### config.mk
export PLATFORM = sky130hd
export DESIGN_NAME = apb_param_slave
export DESIGN_NICKNAME = d
export VERILOG_FILES = /design/src/rtl/apb_param_pkg.sv /design/src/rtl/apb_sat_counter.sv /design/src/rtl/apb_param_slave.sv
export SDC_FILE = /design/constraint.sdc
export NUM_CORES = 1
export LEC_CHECK = 0
export ABC_AREA = 1
export BUFFER_PORTS_ARGS = -buffer_cell sky130_fd_sc_hd__clkbuf_2
export CORE_UTILIZATION = 57
export CTS_CLUSTER_SIZE = 28
export DETAILED_ROUTE_END_ITERATION = 8
export PLACE_DENSITY = 0.83
export REMOVE_ABC_BUFFERS = 1
export SKIP_CTS_REPAIR_TIMING = 1
export SLEW_MARGIN = 20
export SYNTH_ARGS = -nofsm -noshare
export SYNTH_HDL_FRONTEND = slang
export SYNTH_SLANG_ARGS = --single-unit
### constraint.sdc
create_clock -name pclk -period 2 [get_ports pclk]
set_input_delay 0.4 -clock pclk [delete_from_list [all_inputs] [get_ports pclk]]
set_output_delay 0.4 -clock pclk [all_outputs]
set_load 0.005 [all_outputs]
### src/rtl/apb_param_pkg.sv
// +--------------------------------------------------------------------------+
// | apb_param_pkg                                                            |
// | Shared types, register indices and address helpers for apb_param_slave.  |
// | Rev 1.0 - initial release                                                |
// +--------------------------------------------------------------------------+
`default_nettype none

package apb_param_pkg;

   typedef enum logic [0:0] {
      IDLE   = 1'b0,
      ACCESS = 1'b1
   } state_e;

   localparam int CTRL_IDX   = 0;
   localparam int STATUS_IDX = 1;

   // Byte-offset bits that select a lane within one data word.
   function automatic int lsb_shift(input int data_w);
      return $clog2(data_w / 8);
   endfunction

endpackage

`default_nettype wire

### src/rtl/apb_sat_counter.sv
// +--------------------------------------------------------------------------+
// | apb_sat_counter                                                          |
// | Up-counter that sticks at all-ones; cleared only by reset.               |
// | Rev 1.0 - initial release                                                |
// +--------------------------------------------------------------------------+
`default_nettype none

module apb_sat_counter #(
   parameter int W = 16
) (
   input  logic         pclk,
   input  logic         prst,
   input  logic         inc,
   output logic [W-1:0] count
);

   logic [W-1:0] count_q;
   logic [W-1:0] count_d;

   always_comb begin
      count_d = count_q;
      if (inc && (count_q != '1)) begin
         count_d = count_q + W'(1);
      end
   end

   always_ff @(posedge pclk or negedge prst) begin
      if (!prst) begin
         count_q <= '0;
      end else begin
         count_q <= count_d;
      end
   end

   assign count = count_q;

endmodule

`default_nettype wire

### src/rtl/apb_param_slave.sv
// +--------------------------------------------------------------------------+
// | apb_param_slave                                                          |
// | APB completer with CTRL/STATUS/general registers, programmable waits,    |
// | PSLVERR reporting and saturating transfer/error counters.                |
// | Optional: APB_PSTRB_EN adds the pstrb port and byte-lane write masking.  |
// | Rev 1.0 - initial release                                                |
// +--------------------------------------------------------------------------+
`default_nettype none

module apb_param_slave
   import apb_param_pkg::*;
#(
   parameter int ADDR_W   = 8,
   parameter int DATA_W   = 32,
   parameter int NUM_REGS = 16,
   parameter int MAX_WAIT = 7
) (
   input  logic                pclk,
   input  logic                prst,
   input  logic                psel,
   input  logic                penable,
   input  logic                pwrite,
   input  logic [ADDR_W-1:0]   paddr,
   input  logic [DATA_W-1:0]   pwdata,
`ifdef APB_PSTRB_EN
   input  logic [DATA_W/8-1:0] pstrb,
`endif
   output logic [DATA_W-1:0]   prdata,
   output logic                pready,
   output logic                pslverr
);

   localparam int WAIT_W = $clog2(MAX_WAIT + 1);
   localparam int LSB    = lsb_shift(DATA_W);
   localparam int HALF_W = DATA_W / 2;
   localparam int RIDX_W = $clog2(NUM_REGS);
   localparam int STRB_W = DATA_W / 8;
   localparam logic [ADDR_W:0] IDX_LIMIT = (ADDR_W + 1)'(NUM_REGS);

   state_e              state_q, state_d;
   logic [WAIT_W-1:0]   wcnt_q, wcnt_d;
   logic [WAIT_W-1:0]   ctrl_q, ctrl_d;
   logic [DATA_W-1:0]   regs_q [NUM_REGS];
   logic [DATA_W-1:0]   regs_d [NUM_REGS];

   logic [ADDR_W-1:0]   idx;
   logic [RIDX_W-1:0]   ridx;
   logic                idx_ok;
   logic                misaligned;
   logic                is_ctrl;
   logic                is_status;
   logic                acc_err;
   logic                complete;
   logic [DATA_W-1:0]   rdata;
   logic [DATA_W-1:0]   wmask;
   logic [DATA_W-1:0]   wval;
   logic [HALF_W-1:0]   xfer_cnt;
   logic [HALF_W-1:0]   err_cnt;

   assign idx        = paddr >> LSB;
   assign ridx       = idx[RIDX_W-1:0];
   assign idx_ok     = ({1'b0, idx} < IDX_LIMIT);
   assign misaligned = (paddr[LSB-1:0] != '0);
   assign is_ctrl    = (idx == ADDR_W'(CTRL_IDX));
   assign is_status  = (idx == ADDR_W'(STATUS_IDX));
   assign acc_err    = misaligned || !idx_ok || (pwrite && is_status);
   assign complete   = (state_q == ACCESS) && psel && penable && (wcnt_q == '0);

`ifdef APB_PSTRB_EN
   for (genvar i = 0; i < STRB_W; i++) begin : g_strb
      assign wmask[8*i +: 8] = {8{pstrb[i]}};
   end
`else
   assign wmask = '1;
`endif

   always_comb begin
      rdata = '0;
      if (is_ctrl) begin
         rdata[WAIT_W-1:0] = ctrl_q;
      end else if (is_status) begin
         rdata = {err_cnt, xfer_cnt};
      end else if (idx_ok) begin
         rdata = regs_q[ridx];
      end
   end

   // State register
   always_ff @(posedge pclk or negedge prst) begin
      if (!prst) begin
         state_q <= IDLE;
         wcnt_q  <= '0;
      end else begin
         state_q <= state_d;
         wcnt_q  <= wcnt_d;
      end
   end

   // Next state; the wait count is captured from CTRL in the setup cycle
   always_comb begin
      state_d = state_q;
      wcnt_d  = wcnt_q;
      case (state_q)
         IDLE: begin
            if (psel && !penable) begin
               state_d = ACCESS;
               wcnt_d  = ctrl_q;
            end
         end
         ACCESS: begin
            if (!psel) begin
               state_d = IDLE;
            end else if (penable) begin
               if (wcnt_q != '0) begin
                  wcnt_d = wcnt_q - WAIT_W'(1);
               end else begin
                  state_d = IDLE;
               end
            end
         end
         default: state_d = IDLE;
      endcase
   end

   // Outputs
   always_comb begin
      pready  = complete;
      pslverr = complete && acc_err;
      prdata  = '0;
      if (complete && !acc_err && !pwrite) begin
         prdata = rdata;
      end
   end

   // Register file write path; CTRL saturates on the full written word
   always_comb begin
      wval   = (rdata & ~wmask) | (pwdata & wmask);
      ctrl_d = ctrl_q;
      regs_d = regs_q;
      if (complete && pwrite && !acc_err) begin
         if (is_ctrl) begin
            if (wval > DATA_W'(MAX_WAIT)) begin
               ctrl_d = WAIT_W'(MAX_WAIT);
            end else begin
               ctrl_d = wval[WAIT_W-1:0];
            end
         end else begin
            regs_d[ridx] = wval;
         end
      end
   end

   always_ff @(posedge pclk or negedge prst) begin
      if (!prst) begin
         ctrl_q <= '0;
         for (int i = 0; i < NUM_REGS; i++) begin
            regs_q[i] <= '0;
         end
      end else begin
         ctrl_q <= ctrl_d;
         regs_q <= regs_d;
      end
   end

   apb_sat_counter #(.W(HALF_W)) u_xfer_cnt (
      .pclk  (pclk),
      .prst  (prst),
      .inc   (complete),
      .count (xfer_cnt)
   );

   apb_sat_counter #(.W(HALF_W)) u_err_cnt (
      .pclk  (pclk),
      .prst  (prst),
      .inc   (complete && acc_err),
      .count (err_cnt)
   );

endmodule

`default_nettype wire

# After elaboration in Yosys (flattened, before gate mapping)
# Cells that the tools add are included.
[totals]
regBits = 551
elab_cells = 86
[classes]
n_addsub = 3
n_lt_le_gt_ge = 4
eq_ne = 7
n_mux = 22
bitwise = 3
reduce_logical = 26
[ops]
columns = ["op", "n"]
rows = [
  ["512-bit bitwise mux", 1],
  ["32-bit two-way mux", 6],
  ["32-bit binary-select mux with 4-bit select", 1],
  ["32-bit demux with 4-bit select", 1],
  ["16-bit by 1-bit adder with 16-bit output (second input constant)", 2],
  ["32-bit by 3-bit greater-than comparator with 1-bit output (second input constant)", 1],
  ["16-bit inequality test (second input constant)", 2],
  ["29-bit two-way mux", 1],
  ["3-bit two-way mux", 6],
  ["1-bit logical AND", 13],
  ["8-bit logical NOT", 1],
  ["6-bit by 1-bit equality test with 1-bit output (second input constant)", 1],
  ["6-bit by 5-bit < comparator with 1-bit output (second input constant)", 1],
  ["2-bit inequality test (second input constant)", 3],
  ["3-bit case mux with 2 select lines", 1],
  ["5-bit >= comparator (second input constant)", 1],
  ["5-bit by 1-bit < comparator with 1-bit output (second input constant)", 1],
  ["4-bit inverter with 5-bit output", 1],
  ["1-bit logical NOT", 4],
  ["1-bit two-way mux", 4],
  ["2-bit AND reduction", 2],
  ["4-bit AND reduction", 1],
  ["3-bit logical NOT", 1],
  ["3-bit nonzero test", 1],
  ["6 further kinds", 8],
]

# Logic depth before layout (Yosys ltp)
[logic_depth]
word_depth = 8
depth_mapped = 12

# Cells and area by module
# Synthesis repeated with hierarchy kept, for this count alone.
[hier_totals]
cells_unflattened = 3576
hier_area_um2 = 26520.4
[modules_own_cells]
columns = ["module", "n_inst", "cells_per_inst", "area_each_um2", "seq_area_each_um2"]
rows = [
  ["apb_param_slave", 1, 3282, 24458.5, 12987.5],
  ["apb_sat_counter", 2, 147, 1031.0, 400.4],
]

# Least setup slack after synthesis
# OpenSTA, ideal clock, no wires.
[synth_timing]
path_type = "reg-to-output"
startpoint = "register wcnt_q[0]"
endpoint = "output prdata[10]"
arrival_time_ps = 1701
required_ps = 1600
path_slack_ps = -101
path_stages_with_launch = 10
n_path_buf = 1
cell_sequence = "dfrtp_1 -> inv_1 -> ha_1 -> nand2_1 -> nor2_4 -> inv_1 -> nor3_2 -> nand2_1 -> buf_2 -> a21oi_1"
[synth_between]
elab_chain_cells = 5
[synth_lines]
columns = ["item", "line_no", "rtl"]
rows = [
  ["start, declared", "apb_param_slave.sv:41", "logic [WAIT_W-1:0] wcnt_q, wcnt_d;"],
  ["start signal, assigned", "apb_param_slave.sv:95", "wcnt_q <= wcnt_d;"],
  ["3-bit logical NOT", "apb_param_slave.sv:67", "assign complete = (state_q == ACCESS) && psel && penable && (wcnt_q == '0);"],
  ["1-bit logical AND", "apb_param_slave.sv:67", ""],
  ["via pready", "apb_param_slave.sv:29", "output logic pready,"],
  ["1-bit logical AND (2 in a row)", "apb_param_slave.sv:130", "if (complete && !acc_err && !pwrite) begin"],
  ["32-bit two-way mux", "apb_param_slave.sv:130", ""],
  ["end, declared", "apb_param_slave.sv:28", "output logic [DATA_W-1:0] prdata,"],
]
# The timed path passes the listed nets, and every way through them passes these cells.

# Worst setup path after layout
[layout_timing]
startpoint = "register wcnt_q[0]"
endpoint = "output prdata[28]"
[layout_between]
elab_chain_cells = 5
[layout_lines]
columns = ["item", "line_no"]
rows = [
  ["3-bit logical NOT", "apb_param_slave.sv:67"],
  ["1-bit logical AND", "apb_param_slave.sv:67"],
  ["1-bit logical AND (2 in a row)", "apb_param_slave.sv:130"],
  ["32-bit two-way mux", "apb_param_slave.sv:130"],
]
# No other way between the ends.

==> flow_summary.yaml <==
yosys:
  syn_area_um2: 26700
  synth_top_family_by_area: "simple AND/OR/NAND/NOR gates"
  avgSynthCellArea_um2: 7.66
  synth-seq-cells: 551
  ys_top_cells_by_count: "nand2_1, dfrtp_1, o21ai_1, o21ai_0, clkbuf_1"
  synth.most_common_cell: "nand2_1"
  async_reset_ff_frac: 1.00
  synth_cell_types: 38
  synth_compound_area_frac: 0.110
  synth_area_leader_cell: "dfrtp_1"
  yosysSeqAreaShare: 0.517
  synthFlopType: "dfrtp_1"
  yosys_warnings: 0
  synth_fa_ha_area_frac: 0.00188
  synthXorXnorAreaFrac: 0.00755
  synth_cells: 3482
  synth_area_leaders: "dfrtp_1, nand2_1, o21ai_1, o21ai_0, clkbuf_1"
  synth_top_area_share: 0.517
  synthSimpleGateAreaFrac: 0.294
  synthMuxAreaShare: 0
  synth_edf_count: 0
drt:
  dr_total_vias: 24911
  drt_iter0_markers: 3405
  dr.pass1.iters: 6
  drt.antenna.violating_nets: 0
  vias_per_cell: 5.91
  wirelength_mm: 86.5
  drc: 0
  routedWlPerCell_um: 20.5
global_routing:
  grt-ovfl-total: 0
  antenna_found_initial: 4
  grt.total_usage: 0.328
  grt_max_degree: 75
  grt_pass1_vias: 23220
  grt_pass1_wl_mm: 123
placed_design:
  io_buffers: 78
  place_congestion: 0.915
  hpwlAfterDp_mm: 47.3
  place_ws_ns: -0.532
timing:
  setup_ws_ns: -0.756
  fin_tns_setup_ns: -54.63
  setup_viol: 397
  tightest_slew_ns: 0.647
  clock_skew_ns: 0.0147
  slew_headroom: 0.564
  period_minus_slack_ns: 2.76
  rsz0062_at_grt: "yes"
  fin_crit_sh: 1.38
  hold_viol_final: 0
  fmax_mhz: 363
  drv_slew: 0
floorplan:
  dieHeight_um: 218
  core_area_um2: 45800
  io_pins: 79
  start_util: 0.583
  row_count: 78
  dieArea_um2: 47700
  die_w_um: 218
worst_setup_path:
  arrival_ns: 2.36
  startpoint_type: "register"
  cp-end-kind: "output pin"
  crit_required_ns: 1.60
  critical_path_class: "reg2out"
  cp_max_fo: 6
finish:
  fin_nets: 3615
  area_growth_pct: 18.5
  drive_gt1_frac: 0.151
  multi_input_area_um2: 11400
  fill_cells: 3255
  layout.area.seq_um2: 13800
clock_network:
  cts_made_buffers: 56
  cts-root-buf: "clkbuf_16"
  cts_tree: "built"
  clock_path_buffers: 3
  cts.clk_slew.worst_paths_ns: 0.06
  clock-sinks: 551
  clk_latency_ns: 0.63
  htree_levels: 2
job:
  cap_violations: 0
power:
  powerDensity_nw_per_um2: 789
  leakage_nw: 16.4
  ir_drop_uv: 819
outcome:
  status: "finished, violations left"
  violations: "negative setup slack"
min_path:
  hp-class: "in2reg"
## state kept, by name, indices dropped and copies added (netlist names)
name and cells:
regs_q 512, state_q 1, ctrl_q 3, wcnt_q 3, u_err_cnt.count 16, u_xfer_cnt.count 16
## final timing paths
kind,slack (ns),end,cells past startpoint,from
min in group asynchronous,0.27,regs_q[427]$_DFFE_PN0P_,2,prst
hold reg to reg,0.38,regs_q[489]$_DFFE_PN0P_,0,regs_q[489]$_DFFE_PN0P_
setup / recovery,-0.76,prdata[28],10,wcnt_q[0]$_DFFE_PN0P_
setup reg to reg,-0.30,regs_q[112]$_DFFE_PN0P_,12,wcnt_q[0]$_DFFE_PN0P_
max in group asynchronous,0.97,regs_q[306]$_DFFE_PN0P_,3,prst
hold / removal,0.15,state_q$_DFF_PN0_,3,psel
## per-layer routing
| metal | vias up | track usage | routed length (µm) | part of all wire |
|---|---|---|---|---|
| li1 | 11072 | - | - | - |
| met1 | 11716 | 0.431 | 31500 | 0.36 |
| met2 | 1709 | 0.511 | 38300 | 0.44 |
| met3 | 412 | 0.0725 | 11300 | 0.13 |
| met4 | 2 | 0.170 | 5290 | 0.061 |
| met5 | - | 0 | 13 | 0.00015 |
## logic make-up (layout without fill, tap and decap cells)
| group | after synthesis | count (layout) |
|---|---|---|
| AOI/OAI and AO/OA | 541 | 541 |
| xor gates and xnor gates | 23 | 23 |
| adders and majority gates | 4 | 4 |
| buffers and inverters | 369 | 499 |
| DFF | 551 | 551 |
| other | 0 | 1 |
| and+or+nand+nor | 1994 | 1994 |
## critical path: stages, from the launching register on
cell,delay (ns)
dfrtp_1,0.40
inv_2,0.08
ha_4,0.13
nand2_4,0.05
nor2_4,0.09
inv_2,0.07
nor3_4,0.17
nand2_4,0.18
clkbuf_16,0.23
a21oi_2,0.18
clkbuf_2,0.15
## placed cells by master (no fill, tap or decap), drive strengths merged
cell            n
nand3          21
xor2           20
ha              4
nor3           14
a31o            1
clkinv         13
a21oi          35
nor4            3
xnor2           3
nor2           41
inv            82
a22oi           3
clkbuf        167
nand2        1885
dlygate4sd3     1
bufinv          4
o21ai         501
nand4          25
o211ai          1
clkinvlp        2
dfrtp         551
nand3b          5
diode           1
buf           230
## stage by stage
step / hold WS [ns] / std cells / instance area, µm² / power [mW] / util
floorplan: 0.104 / 3193 / 25100 / 12.6 / -
detailed placement: 0.310 / 4079 / 28700 / 13.9 / 0.628
CTS: -0.337 / 4183 / 30700 / 24.7 / 0.670
global placement: 0.316 / 4079 / 28700 / 13.8 / 0.628
finish: 0.155 / 4213 / 31600 / 24.9 / 0.691
global route: 0.174 / 4212 / 31600 / 25.6 / 0.691
## report_power, final
part / internal, mW / total [mW] / switching (mW)
Sequential: 11.4 / 11.7 / 0.285
Clock: 6.37 / 11.0 / 4.63
Combinational: 0.760 / 2.28 / 1.52
Total: 18.5 / 24.9 / 6.43
## area by class of cell
type,count,area share
inverter,80,0.00981
multi-input combinational,2562,0.361
clock buffer,83,0.0536
antenna,1,0.0000791
sequential,551,0.436
clock inverter,21,0.00700
timing repair buffer,315,0.108
tap,600,0.0237
Power figures use the tool's default switching activity.
